## src/rtl/seq_sched_pkg.sv

```systemverilog
// Shared constants for the Moore sequence scheduler: FSM state codes,
// default pattern, and the detector's cleared-state encoding.
package seq_sched_pkg;

    localparam logic [1:0] ST_IDLE   = 2'd0;
    localparam logic [1:0] ST_SHIFT  = 2'd1;
    localparam logic [1:0] ST_FLUSH  = 2'd2;
    localparam logic [1:0] ST_REPORT = 2'd3;

    localparam int               DEF_PAT_LEN = 3;
    localparam logic [DEF_PAT_LEN-1:0] DEF_PATTERN = 3'b101;

    // Detector state = {fill count, bit history}; S0 is empty history, fill 0.
    localparam int DET_FILL_S0 = 0;

endpackage

```

## src/rtl/moore_seq_core.sv

```systemverilog
// Moore serial pattern detector with overlap: state is the last PAT_LEN bits
// plus a fill count, and the registered output flags a full-history match.
module moore_seq_core
    import seq_sched_pkg::*;
#(
    parameter int                 PAT_LEN = DEF_PAT_LEN,
    parameter logic [PAT_LEN-1:0] PATTERN = DEF_PATTERN
) (
    input  logic clk,
    input  logic rst,
    input  logic clr,
    input  logic en,
    input  logic din,
    output logic dout
);

    localparam int FILL_W = $clog2(PAT_LEN + 1);

    logic [PAT_LEN-1:0] hist_q, hist_d;
    logic [FILL_W-1:0]  fill_q, fill_d;
    logic               dout_q, dout_d;

    always_comb begin
        hist_d = hist_q;
        fill_d = fill_q;
        if (clr) begin
            hist_d = '0;
            fill_d = FILL_W'(DET_FILL_S0);
        end else if (en) begin
            hist_d = {hist_q[PAT_LEN-2:0], din};
            if (fill_q != FILL_W'(PAT_LEN)) begin
                fill_d = fill_q + 1'b1;
            end
        end
        // Output is a pure function of the next state, held in a flop.
        dout_d = (fill_d == FILL_W'(PAT_LEN)) && (hist_d == PATTERN);
    end

    always_ff @(posedge clk or posedge rst) begin
        if (rst) begin
            hist_q <= '0;
            fill_q <= FILL_W'(DET_FILL_S0);
            dout_q <= 1'b0;
        end else begin
            hist_q <= hist_d;
            fill_q <= fill_d;
            dout_q <= dout_d;
        end
    end

    assign dout = dout_q;

endmodule

```

## src/rtl/moore_seq_scheduler.sv

```systemverilog
// Arbitrates NUM_REQ frame sources onto one Moore pattern detector and reports
// the per-frame overlapping match count. Define FIXED_PRIO_EN for fixed priority.
module moore_seq_scheduler
    import seq_sched_pkg::*;
#(
    parameter int                 NUM_REQ = 4,
    parameter int                 DATA_W  = 8,
    parameter int                 PAT_LEN = DEF_PAT_LEN,
    parameter logic [PAT_LEN-1:0] PATTERN = DEF_PATTERN,
    localparam int                ID_W    = $clog2(NUM_REQ),
    localparam int                CNT_W   = $clog2(DATA_W + 1)
) (
    input  logic                      clk,
    input  logic                      rst,
    input  logic [NUM_REQ-1:0]        req,
    input  logic [NUM_REQ*DATA_W-1:0] req_data,
    output logic [NUM_REQ-1:0]        gnt,
    output logic                      busy,
    output logic                      done,
    output logic [ID_W-1:0]           done_id,
    output logic [CNT_W-1:0]          match_cnt,
    output logic                      match_any
);

    logic [1:0]         state_q, state_d;
    logic [NUM_REQ-1:0] gnt_q, gnt_d;
    logic               busy_q, busy_d;
    logic               done_q, done_d;
    logic [ID_W-1:0]    done_id_q, done_id_d;
    logic [CNT_W-1:0]   match_cnt_q, match_cnt_d;
    logic               match_any_q, match_any_d;
    logic [CNT_W-1:0]   bit_cnt_q, bit_cnt_d;
    logic [DATA_W-1:0]  shreg_q, shreg_d;
    logic [ID_W-1:0]    win_id_q, win_id_d;
    logic [CNT_W-1:0]   acc_q, acc_d;

    logic               found;
    logic [ID_W-1:0]    win;
    logic               det_clr, det_en, det_out;

`ifndef FIXED_PRIO_EN
    logic [ID_W-1:0]    ptr_q, ptr_d;
`endif

    always_comb begin
        found = 1'b0;
        win   = '0;
`ifdef FIXED_PRIO_EN
        for (int i = NUM_REQ - 1; i >= 0; i--) begin
            if (req[i]) begin
                found = 1'b1;
                win   = ID_W'(i);
            end
        end
`else
        // Scan starting at the pointer so the last winner goes to the back.
        for (int i = 0; i < NUM_REQ; i++) begin
            if (!found && req[(int'(ptr_q) + i) % NUM_REQ]) begin
                found = 1'b1;
                win   = ID_W'((int'(ptr_q) + i) % NUM_REQ);
            end
        end
`endif
    end

    always_comb begin
        state_d     = state_q;
        gnt_d       = '0;
        busy_d      = busy_q;
        done_d      = 1'b0;
        done_id_d   = done_id_q;
        match_cnt_d = match_cnt_q;
        match_any_d = match_any_q;
        bit_cnt_d   = bit_cnt_q;
        shreg_d     = shreg_q;
        win_id_d    = win_id_q;
        acc_d       = acc_q;
        det_clr     = 1'b0;
        det_en      = 1'b0;
`ifndef FIXED_PRIO_EN
        ptr_d       = ptr_q;
`endif
        case (state_q)
            ST_IDLE: begin
                if (found) begin
                    state_d    = ST_SHIFT;
                    gnt_d[win] = 1'b1;
                    busy_d     = 1'b1;
                    shreg_d    = req_data[int'(win)*DATA_W +: DATA_W];
                    win_id_d   = win;
                    bit_cnt_d  = '0;
                    acc_d      = '0;
                    det_clr    = 1'b1;
`ifndef FIXED_PRIO_EN
                    ptr_d      = (win == ID_W'(NUM_REQ - 1)) ? '0 : win + 1'b1;
`endif
                end
            end
            ST_SHIFT: begin
                det_en    = 1'b1;
                shreg_d   = shreg_q << 1;
                bit_cnt_d = bit_cnt_q + 1'b1;
                // Detector output lags one edge, so the first shift edge has nothing to count.
                if (bit_cnt_q != '0 && det_out) begin
                    acc_d = acc_q + 1'b1;
                end
                if (bit_cnt_q == CNT_W'(DATA_W - 1)) begin
                    state_d = ST_FLUSH;
                end
            end
            ST_FLUSH: begin
                state_d     = ST_REPORT;
                done_d      = 1'b1;
                done_id_d   = win_id_q;
                match_cnt_d = acc_q + CNT_W'(det_out);
                match_any_d = (match_cnt_d != '0);
            end
            default: begin
                state_d = ST_IDLE;
                busy_d  = 1'b0;
            end
        endcase
    end

    always_ff @(posedge clk or posedge rst) begin
        if (rst) begin
            state_q     <= ST_IDLE;
            gnt_q       <= '0;
            busy_q      <= 1'b0;
            done_q      <= 1'b0;
            done_id_q   <= '0;
            match_cnt_q <= '0;
            match_any_q <= 1'b0;
            bit_cnt_q   <= '0;
`ifndef FIXED_PRIO_EN
            ptr_q       <= '0;
`endif
        end else begin
            state_q     <= state_d;
            gnt_q       <= gnt_d;
            busy_q      <= busy_d;
            done_q      <= done_d;
            done_id_q   <= done_id_d;
            match_cnt_q <= match_cnt_d;
            match_any_q <= match_any_d;
            bit_cnt_q   <= bit_cnt_d;
`ifndef FIXED_PRIO_EN
            ptr_q       <= ptr_d;
`endif
        end
    end

    always_ff @(posedge clk) begin
        shreg_q  <= shreg_d;
        win_id_q <= win_id_d;
        acc_q    <= acc_d;
    end

    moore_seq_core #(
        .PAT_LEN (PAT_LEN),
        .PATTERN (PATTERN)
    ) u_core (
        .clk  (clk),
        .rst  (rst),
        .clr  (det_clr),
        .en   (det_en),
        .din  (shreg_q[DATA_W-1]),
        .dout (det_out)
    );

    assign gnt       = gnt_q;
    assign busy      = busy_q;
    assign done      = done_q;
    assign done_id   = done_id_q;
    assign match_cnt = match_cnt_q;
    assign match_any = match_any_q;

endmodule

```

## config.mk

```make
export PLATFORM = sky130hd
export DESIGN_NAME = moore_seq_scheduler
export DESIGN_NICKNAME = d
export VERILOG_FILES = /design/src/rtl/seq_sched_pkg.sv /design/src/rtl/moore_seq_core.sv /design/src/rtl/moore_seq_scheduler.sv
export SDC_FILE = /design/constraint.sdc
export NUM_CORES = 1
export LEC_CHECK = 0
export BUFFER_PORTS_ARGS = -buffer_cell sky130_fd_sc_hd__buf_2
export CORE_ASPECT_RATIO = 1.25
export CORE_MARGIN = 2
export CORE_UTILIZATION = 50
export CTS_CLUSTER_SIZE = 25
export DETAILED_ROUTE_END_ITERATION = 8
export PLACE_DENSITY = 0.75
export SLEW_MARGIN = 25
export SYNTH_ARGS = -nofsm -noshare
export SYNTH_HDL_FRONTEND = slang
export SYNTH_HIERARCHICAL = 1
export SYNTH_SLANG_ARGS = --single-unit
```

## constraint.sdc

```tcl
create_clock -name clk -period 3.5 [get_ports clk]
set_clock_uncertainty 0.2 [all_clocks]
set_input_delay 0.525 -clock clk [delete_from_list [all_inputs] [get_ports clk]]
set_output_delay 0.525 -clock clk [all_outputs]
set_load 0.1 [all_outputs]
```

==> results of run 1 <==
[metrics by stage]
| stage | utilization (%) | instance area (um^2) |
|---|---|---|
| 4_1_cts | 60.7 | 2690 |
| 5_1_grt | 60.7 | 2690 |
| 2_1_floorplan | - | 2300 |
| 3_5_place_dp | 58.4 | 2580 |
| 6_report | 60.7 | 2690 |
| 3_3_place_gp | 58.4 | 2580 |
[layout by cell type, fill, tap and decap left out, types with 7 or more instances in the layout]
cell	instances
sky130_fd_sc_hd__mux2i_1	11
sky130_fd_sc_hd__ha_1	13
sky130_fd_sc_hd__edfxtp_1	14
sky130_fd_sc_hd__nand2_1	17
sky130_fd_sc_hd__inv_1	16
sky130_fd_sc_hd__nor2_1	10
sky130_fd_sc_hd__nand3_1	11
sky130_fd_sc_hd__buf_2	50
sky130_fd_sc_hd__dfrtp_1	27
sky130_fd_sc_hd__o21ai_0	12
sky130_fd_sc_hd__and2_1	8
sky130_fd_sc_hd__and3_1	7
[cells by family (layout without fill, tap and decap cells)]
logic type / after synthesis / in the layout / share of synthesized area [%]
adders and majority gates: 13 / 13 / 7.08
AOI/OAI and AO/OA: 40 / 40 / 13.3
muxes: 18 / 18 / 8.39
and+or+nand+nor: 71 / 71 / 16.8
buffers and inverters: 23 / 77 / 5.12
DFF: 41 / 41 / 47.7
xor gates and xnor gates: 4 / 4 / 1.53
[what timing repair did]
| action | 4_1_cts | 5_1_grt |
|---|---|---|
| hold endpoints to repair | 6 | 0 |
| setup buffers | 0 | 0 |
| hold buffers | 1 | 0 |
[how the worst min path moves through the flow]
stage | end | startpoint
2_1_floorplan | u_core/dout$_DFF_PP0_ | rst
3_3_place_gp | u_core/dout$_DFF_PP0_ | rst
3_5_place_dp | u_core/dout$_DFF_PP0_ | rst
4_1_cts | done_id[1]$_DFFE_PP0P_ | win_id_q[1]$_DFFE_PP_
5_1_grt | done_id[1]$_DFFE_PP0P_ | win_id_q[1]$_DFFE_PP_
6_report | done_id[1]$_DFFE_PP0P_ | win_id_q[1]$_DFFE_PP_
[final cells by class]
type	instances	area, um^2
inverter	17	76.3
sequential	41	1100
timing repair buffer	52	268
clock buffer	8	90.1
multi-input combinational	146	1080
fill	404	1740
tap	58	72.6
[cells in the mapped netlist (all sizes together)]
cell    instances  area (um^2)
and2            9         58.8
nor3            2         10.0
o21ba           1         10.0
o21ai          12         60.1
nor2           12         63.8
nand2b          3         18.8
nand2          17         63.8
a21oi           5         25.0
o22a            3         26.3
mux2i          11          110
o21bai          2         15.0
a221oi          9         97.6
mux2            7         82.6
a211oi          1         7.51
and3b           1         10.0
buf             2         26.3
dfrtp          27          676
a221o           1         10.0
nor4            1         6.26
o22ai           1         12.5
nand3b          2         15.0
clkbuf          4         15.0
a22o            2         17.5
or3b            1         8.76
xnor2           3         26.3
a311oi          1         8.76
nor3b           1         7.51
inv            17         76.3
edfxtp         14          420
and3            7         43.8
nor2b           4         25.0
a21boi          2         15.0
xor2            1         8.76
ha             13          163
nand3          11         55.1
[sequential cells by signal, indices dropped and copies added, names as in the netlist]
| name | cells |
|---|---|
| acc_q | 4 |
| bit_cnt_q | 4 |
| busy | 1 |
| done | 1 |
| done_id | 2 |
| gnt | 4 |
| match_any | 1 |
| match_cnt | 4 |
| ptr_q | 2 |
| shreg_q | 8 |
| state_q | 2 |
| u_core/dout | 1 |
| u_core/fill_q | 2 |
| u_core/hist_q | 3 |
| win_id_q | 2 |
[power by group through the flow]
stage / combinational [mW] / clock [mW] / sequential, mW
6_report: 1.42 / 0.305 / 0.892
5_1_grt: 1.54 / 0.337 / 0.914
4_1_cts: 1.43 / 0.315 / 0.891
3_5_place_dp: 1.43 / 0 / 0.901
3_3_place_gp: 1.40 / 0 / 0.896
2_1_floorplan: 0.749 / 0 / 1.32
[critical path, stage by stage, from the launching register on]
cell and delay (ns):
sky130_fd_sc_hd__dfrtp_1 0.40, sky130_fd_sc_hd__inv_1 0.11, sky130_fd_sc_hd__ha_1 0.27, sky130_fd_sc_hd__nor2b_1 0.78
sky130_fd_sc_hd__mux2_2 0.41
[metal layers]
layer / share of wire [%] / wire length [um]
met1: 43 / 1820
met2: 52 / 2220
met3: 3.7 / 159
met4: 1.5 / 62
met5: 0 / 0
==> run summary, run 1 <==
The post-layout minimum cycle time came out at 2.28 ns. The area enclosed by the die boundary came out at 5150 um^2. Of the total power, the share spent switching nets is a little under half.

The cell area after synthesis is 2300 um^2. Summed over all failing endpoints, the final setup total negative slack is 0 ns. The total overflow reported by the global router came out at 0. The routing usage on met3 came out at ~4.7%. The setup violation total in the final timing report is 0. The total wirelength of the detailed-routed design is 4260 um. The net switching component of the power is 1.26 mW.

The worst setup path is of the flop to flop kind. The number of cells after detailed placement came out at 313. The via density per instance is 5.28. The global-route track usage on met2 came out at 28.0%. In the final layout, the share of cells above drive strength 1 is between 20% and 30%. The startpoint identified for the worst register-to-register timing path is state_q[0]$_DFFE_PP0P_. The number of antenna violations at the first check in global routing is 0.

The number of hold violations in the final report is 0. The synthesized net count is about 260. After clock tree synthesis, the clock-pin slew on the worst setup and hold paths is 0.07 ns. After detailed routing, the average wire length per cell comes to about 13 um. The depth of the most critical reg-to-reg path is 4. The count of mapped cells out of synthesis is 210. Setup repair after global routing left no endpoint under its margin. The pin count of the biggest net entering global routing is 22.

The clock passes through at most 2 buffers. The post-synthesis average cell area came out at 10.9 um^2. Of the total power, registers draw 34.1%. For this run, design rule violations remaining after detail routing come to 0.

The worst slack at placement is 1.10 ns. The final antenna-violating net count is 0. The critical path arrival came out at between 2 and 2.5 ns. The worst path meets setup with 1.22 ns of slack. CTS saw between 40 and 50 sinks.

The first detailed-routing pass ran for 4 iterations. The power density normalized to cell area is about 980 nW/um^2. The number of global-route vias before repair came out at 1,476. The worst setup path is launched from a flop. The violation count after the first detailed-routing iteration came out at 35.

The floorplan step set the die width to 64.6 um. The leakage component of the power came out at 1.28 nW. The placed wire-length estimate after detailed placement is between 3000 and 4000 um. The worst-path maximum fanout came out at 14.

The cell internal power dissipation came out at 1.36 mW. The count of nets after finishing is 314. Port buffering added 50 buffers. The worst hold path belongs to the class flop to flop. Counting instances, the worst hold path has a depth of 1.

The sequential-to-total area share from yosys stat is 47.7%. The number of top-level design ports is between 50 and 60. The maximum operating frequency is around 440 MHz. The first-pass GRT wire length came out at 6720 um. The maximum level of the CTS H-tree is 2. In the global route stage, met1 resource usage came out at ~23%. The transition time of the tightest slew-check pin is 0.938 ns. The relative slew slack came out at 37.3%. In this run the core area contains 27 standard-cell rows.

The last weighted congestion value of the routability-driven placer is 0.804. The run finished with clean final reports. For this run, the number of standard cells in the final layout without fillers is ~320.

The Yosys step of the flow raised 6 warnings. The via total after detailed routing is 1,701. The end point of the critical path is ptr_q[1]$_DFFE_PP0P_. For this configuration, the core starts out at a cell density of 51.9%. The area added between synthesis and finish came out at 16.9%. The relative contribution of the clock network to total power is 11.6%. The capturing element type of the critical path is a flop. The register-to-register setup slack is approximately 1.2 ns. The design draws 2.62 mW.

The floorplan step set the die height to 79.8 um. The number of antenna diodes in the final layout is 0. Across all hold checks on the routed design, the worst slack comes to ~0.29 ns. The worst path required time is 3.48 ns. The start point of the critical path is state_q[0]$_DFFE_PP0P_. IR analysis of the VDD net gives a maximum drop of 0.000604 V. The number of buffers added by the clock tree synthesis step came out at 5. Counting flops and latches in the post-synthesis netlist gives around 40. The global routing stage identified its most utilized layer as met2. The max capacitance violation total came out at 0. The reg-to-reg endpoint is ptr_q[1]$_DFFE_PP0P_. The number of library cell types mapped by synthesis came out at 43. In the global route stage, overall resource usage came out at 17.4%. The CTS tree is done. The final-report max-slew violation count came to 0. Post-CTS repair changed the size of 0 cells. Clock tree synthesis selected as its root buffer the cell sky130_fd_sc_hd__clkbuf_8. Dividing the final minimum period by the clock period gives 65.1%. For the worst-skew pair, the clock arrives at the later sink with an insertion delay of 0.29 ns. The core area came out at 4430 um^2. The combinational cell fraction of total power came out at 54.3%.
(Power assumes the default switching activity.)
==> inputs of run 2 (changes only) <==
--- a/config.mk
+++ b/config.mk
@@ -8,10 +8,10 @@
 export BUFFER_PORTS_ARGS = -buffer_cell sky130_fd_sc_hd__buf_2
 export CORE_ASPECT_RATIO = 1.25
 export CORE_MARGIN = 2
-export CORE_UTILIZATION = 50
+export CORE_UTILIZATION = 49
 export CTS_CLUSTER_SIZE = 25
 export DETAILED_ROUTE_END_ITERATION = 8
-export PLACE_DENSITY = 0.75
+export PLACE_DENSITY = 0.76
 export SLEW_MARGIN = 25
 export SYNTH_ARGS = -nofsm -noshare
 export SYNTH_HDL_FRONTEND = slang
==> constraint.sdc (replaced) <==
create_clock -name clk -period 1.8 [get_ports clk]
set_clock_uncertainty 0.2 [all_clocks]
set_input_delay 0.27 -clock clk [delete_from_list [all_inputs] [get_ports clk]]
set_output_delay 0.27 -clock clk [all_outputs]
set_load 0.1 [all_outputs]
==> run summary, run 2 (synthesis results as in run 1) <==
Leaving out fill and tap cells, the most frequent cell in the layout is sky130_fd_sc_hd__buf_2. For this run, the detailed router's first-pass iteration total came to 4. In the layout the commonest cells are 50 x sky130_fd_sc_hd__buf_2, 27 x sky130_fd_sc_hd__buf_4, 26 x sky130_fd_sc_hd__dfrtp_1. The total global-route track usage came out at 21.2%. The violation count after the first detailed-routing iteration came out at 86. The run finished, with violations left. Summed over all layers, the global routing overflow is 0.

The clock root buffer is sky130_fd_sc_hd__clkbuf_8. The number of hold violations in the final report came to 0. The height of the chip came out at 80.5 um. In this run the deepest clock path goes through 2 buffers. The leakage component of the power is 1.48 nW.

In the final routed layout, each cell accounts on average for approximately 14 um. The maximum level of the CTS H-tree is 2. The final antenna-violating net count came out at 0.

The net count of the finished layout is between 300 and 400. The combined flip-flop and latch cell area is 1100 um^2. The critical path arrival is 1.88 ns. The number of antenna violations at the first check in global routing came out at 0. Port buffering added 50 buffers. The setup violation total in the final timing report came out at 12. The last weighted congestion value of the routability-driven placer came out at a little over 0.8. The final total power came out at between 6 and 7 mW. Adding up every negative setup slack in the final design gives -1.49 ns. The transition time of the tightest slew-check pin is 0.490 ns. The register with the most flip-flops in the final layout is shreg_q. The critical path goes through mux2_4 -> and2_4 -> nor2_8 -> inv_12 -> mux2i_1 -> a221oi_1.

The first-pass GRT wire length came out at approximately 8500 um. Setup repair after global routing could not meet its margin everywhere. The cell family contributing the most delay on the critical path is flip-flops. The type of the most critical hold path is input port to flop. The worst setup path is captured at a flop.

The least setup slack across all paths after layout came out at -0.172 ns. The via density per instance is 5.29. The relative slew slack came out at 67.6%. The clock drives between 40 and 50 sinks. The buffering stage count on the worst path with inverters included is 1. IR analysis of the VDD net gives a maximum drop of 0.00142 V. The floorplan row count came out at 27.

The repair_antennas step left the layout with diodes totalling 0. The via total after detailed routing came out at 1,863. The placement-stage cell area is about 2900 um^2. After clock tree synthesis, the clock-pin slew on the worst setup and hold paths is 0.08 ns. The pin count of the biggest net entering global routing came out at 22.

The placed wire-length estimate after detailed placement is around 3700 um. From left edge to right edge, the die measures 65.2 um. For this design, the slowest cell found on the critical path is sky130_fd_sc_hd__dfrtp_2. Subtracting the final worst setup slack from the clock period gives 1.97 ns.

The initial standard-cell utilization of the core is 51.5%. The max capacitance violation total is 0. The DRC violation count after routing came out at 0. STA classifies the critical path startpoint as a flop. The maximum operating frequency is 507 MHz. For the worst setup path, the data required time is 1.71 ns. The number of fillers in the final layout came out at 347. The core area came out at between 4000 and 5000 um^2. Before CTS, the worst setup slack after placement is -0.216 ns. TritonCTS built the clock tree. In the finished design, the share of the clock period the worst path needs comes to 110%.

The power density normalized to cell area is 1970 nW/um^2. The fraction of layout cells with a size suffix above 1 is 43.5%. In this run the worst path has a maximum fanout of 9. The number of global-route vias before repair came out at approximately 1,900.

The flip-flop count of the largest register, all copies and words added came out at 8. The final reports fail on negative setup slack. The total wirelength of the detailed-routed design came out at slightly above 5000 um. The floorplan step defined a die boundary enclosing 5250 um^2.

In the final layout, the multi-input gates occupy 1210 um^2. The area added between synthesis and finish came out at 36.2%. The number of buffers added by the clock tree synthesis step is 5. The setup path with the least slack is of type flop to flop. The biggest cell delay along the critical path is around 0.47 ns. The number of top-level design ports came out at 51. The summed area of non-filler cells in the final layout came out at 3130 um^2.

The final-report max-slew violation count came out at 0. The source-to-sink clock delay at the later pin of the worst-skew pair is 0.29 ns.
[run 2: cell type report]
cell class | count | area share (%)
clock buffers | 5 | 2.20
clock inverters | 3 | 2.08
inverters | 17 | 2.44
multi-input cells | 146 | 38.8
flip-flops and latches | 41 | 35.1
well taps | 58 | 2.32
repair buffers | 82 | 17.1
[run 2: routing by layer]
layer | up-vias | part of all wire [%] | global-route usage (%) | wire (um)
li1 | 919 | - | - | -
met1 | 904 | 42 | 26.5 | 2160
met2 | 35 | 53 | 36.1 | 2710
met3 | 5 | 2.9 | 4.76 | 147
met4 | 0 | 1.3 | 6.67 | 65
met5 | - | 0 | 0 | 0
[run 2: what timing repair did]
item                                   4_1_cts  5_1_grt
hold buffers                                 1        0
endpoints found under the hold margin       27        0
pin swaps                                    3        3
setup buffers                                2        1
setup endpoints to repair                   13       17
gates resized for setup                      8       15
[run 2: power breakdown]
part / switching (mW) / internal (mW) / leakage, nW / total [mW]
clock: 0.327 / 0.551 / 0.0681 / 0.878
combinational: 2.17 / 1.36 / 0.934 / 3.54
sequential: 0.244 / 1.49 / 0.476 / 1.73
total: 2.75 / 3.40 / 1.48 / 6.15
[run 2: worst paths after layout]
| path | start | end | slack, ns | cells past startpoint |
|---|---|---|---|---|
| worst max-delay path | ptr_q[1]$_DFFE_PP0P_ | shreg_q[3]$_DFFE_PP_ | -0.17 | 6 |
| min in group asynchronous | rst | u_core/dout$_DFF_PP0_ | 0.25 | 3 |
| worst min-delay path | req_data[0] | shreg_q[0]$_SDFFCE_PP0P_ | 0.20 | 3 |
| worst min register to register | win_id_q[1]$_DFFE_PP_ | done_id[1]$_DFFE_PP0P_ | 0.28 | 1 |
| worst max register to register | ptr_q[1]$_DFFE_PP0P_ | shreg_q[3]$_DFFE_PP_ | -0.17 | 6 |
| max in group asynchronous | rst | ptr_q[1]$_DFFE_PP0P_ | 0.79 | 4 |
[run 2: per-stage QoR]
stage	hold slack [ns]	util (%)	cells
3_3_place_gp	0.00347	64.5	340
2_1_floorplan	-0.139	-	210
5_1_grt	0.212	70.1	352
3_5_place_dp	0.00487	64.5	340
4_1_cts	0.194	68.9	351
6_report	0.200	70.1	352
[run 2: tightest hold or removal path: cells and delay by family]
| kind | cells | cell delay, ns |
|---|---|---|
| AOI/OAI and AO/OA | 1 | 0.10 |
| buffers and inverters | 1 | 0.10 |
| and+or+nand+nor | 1 | 0.06 |
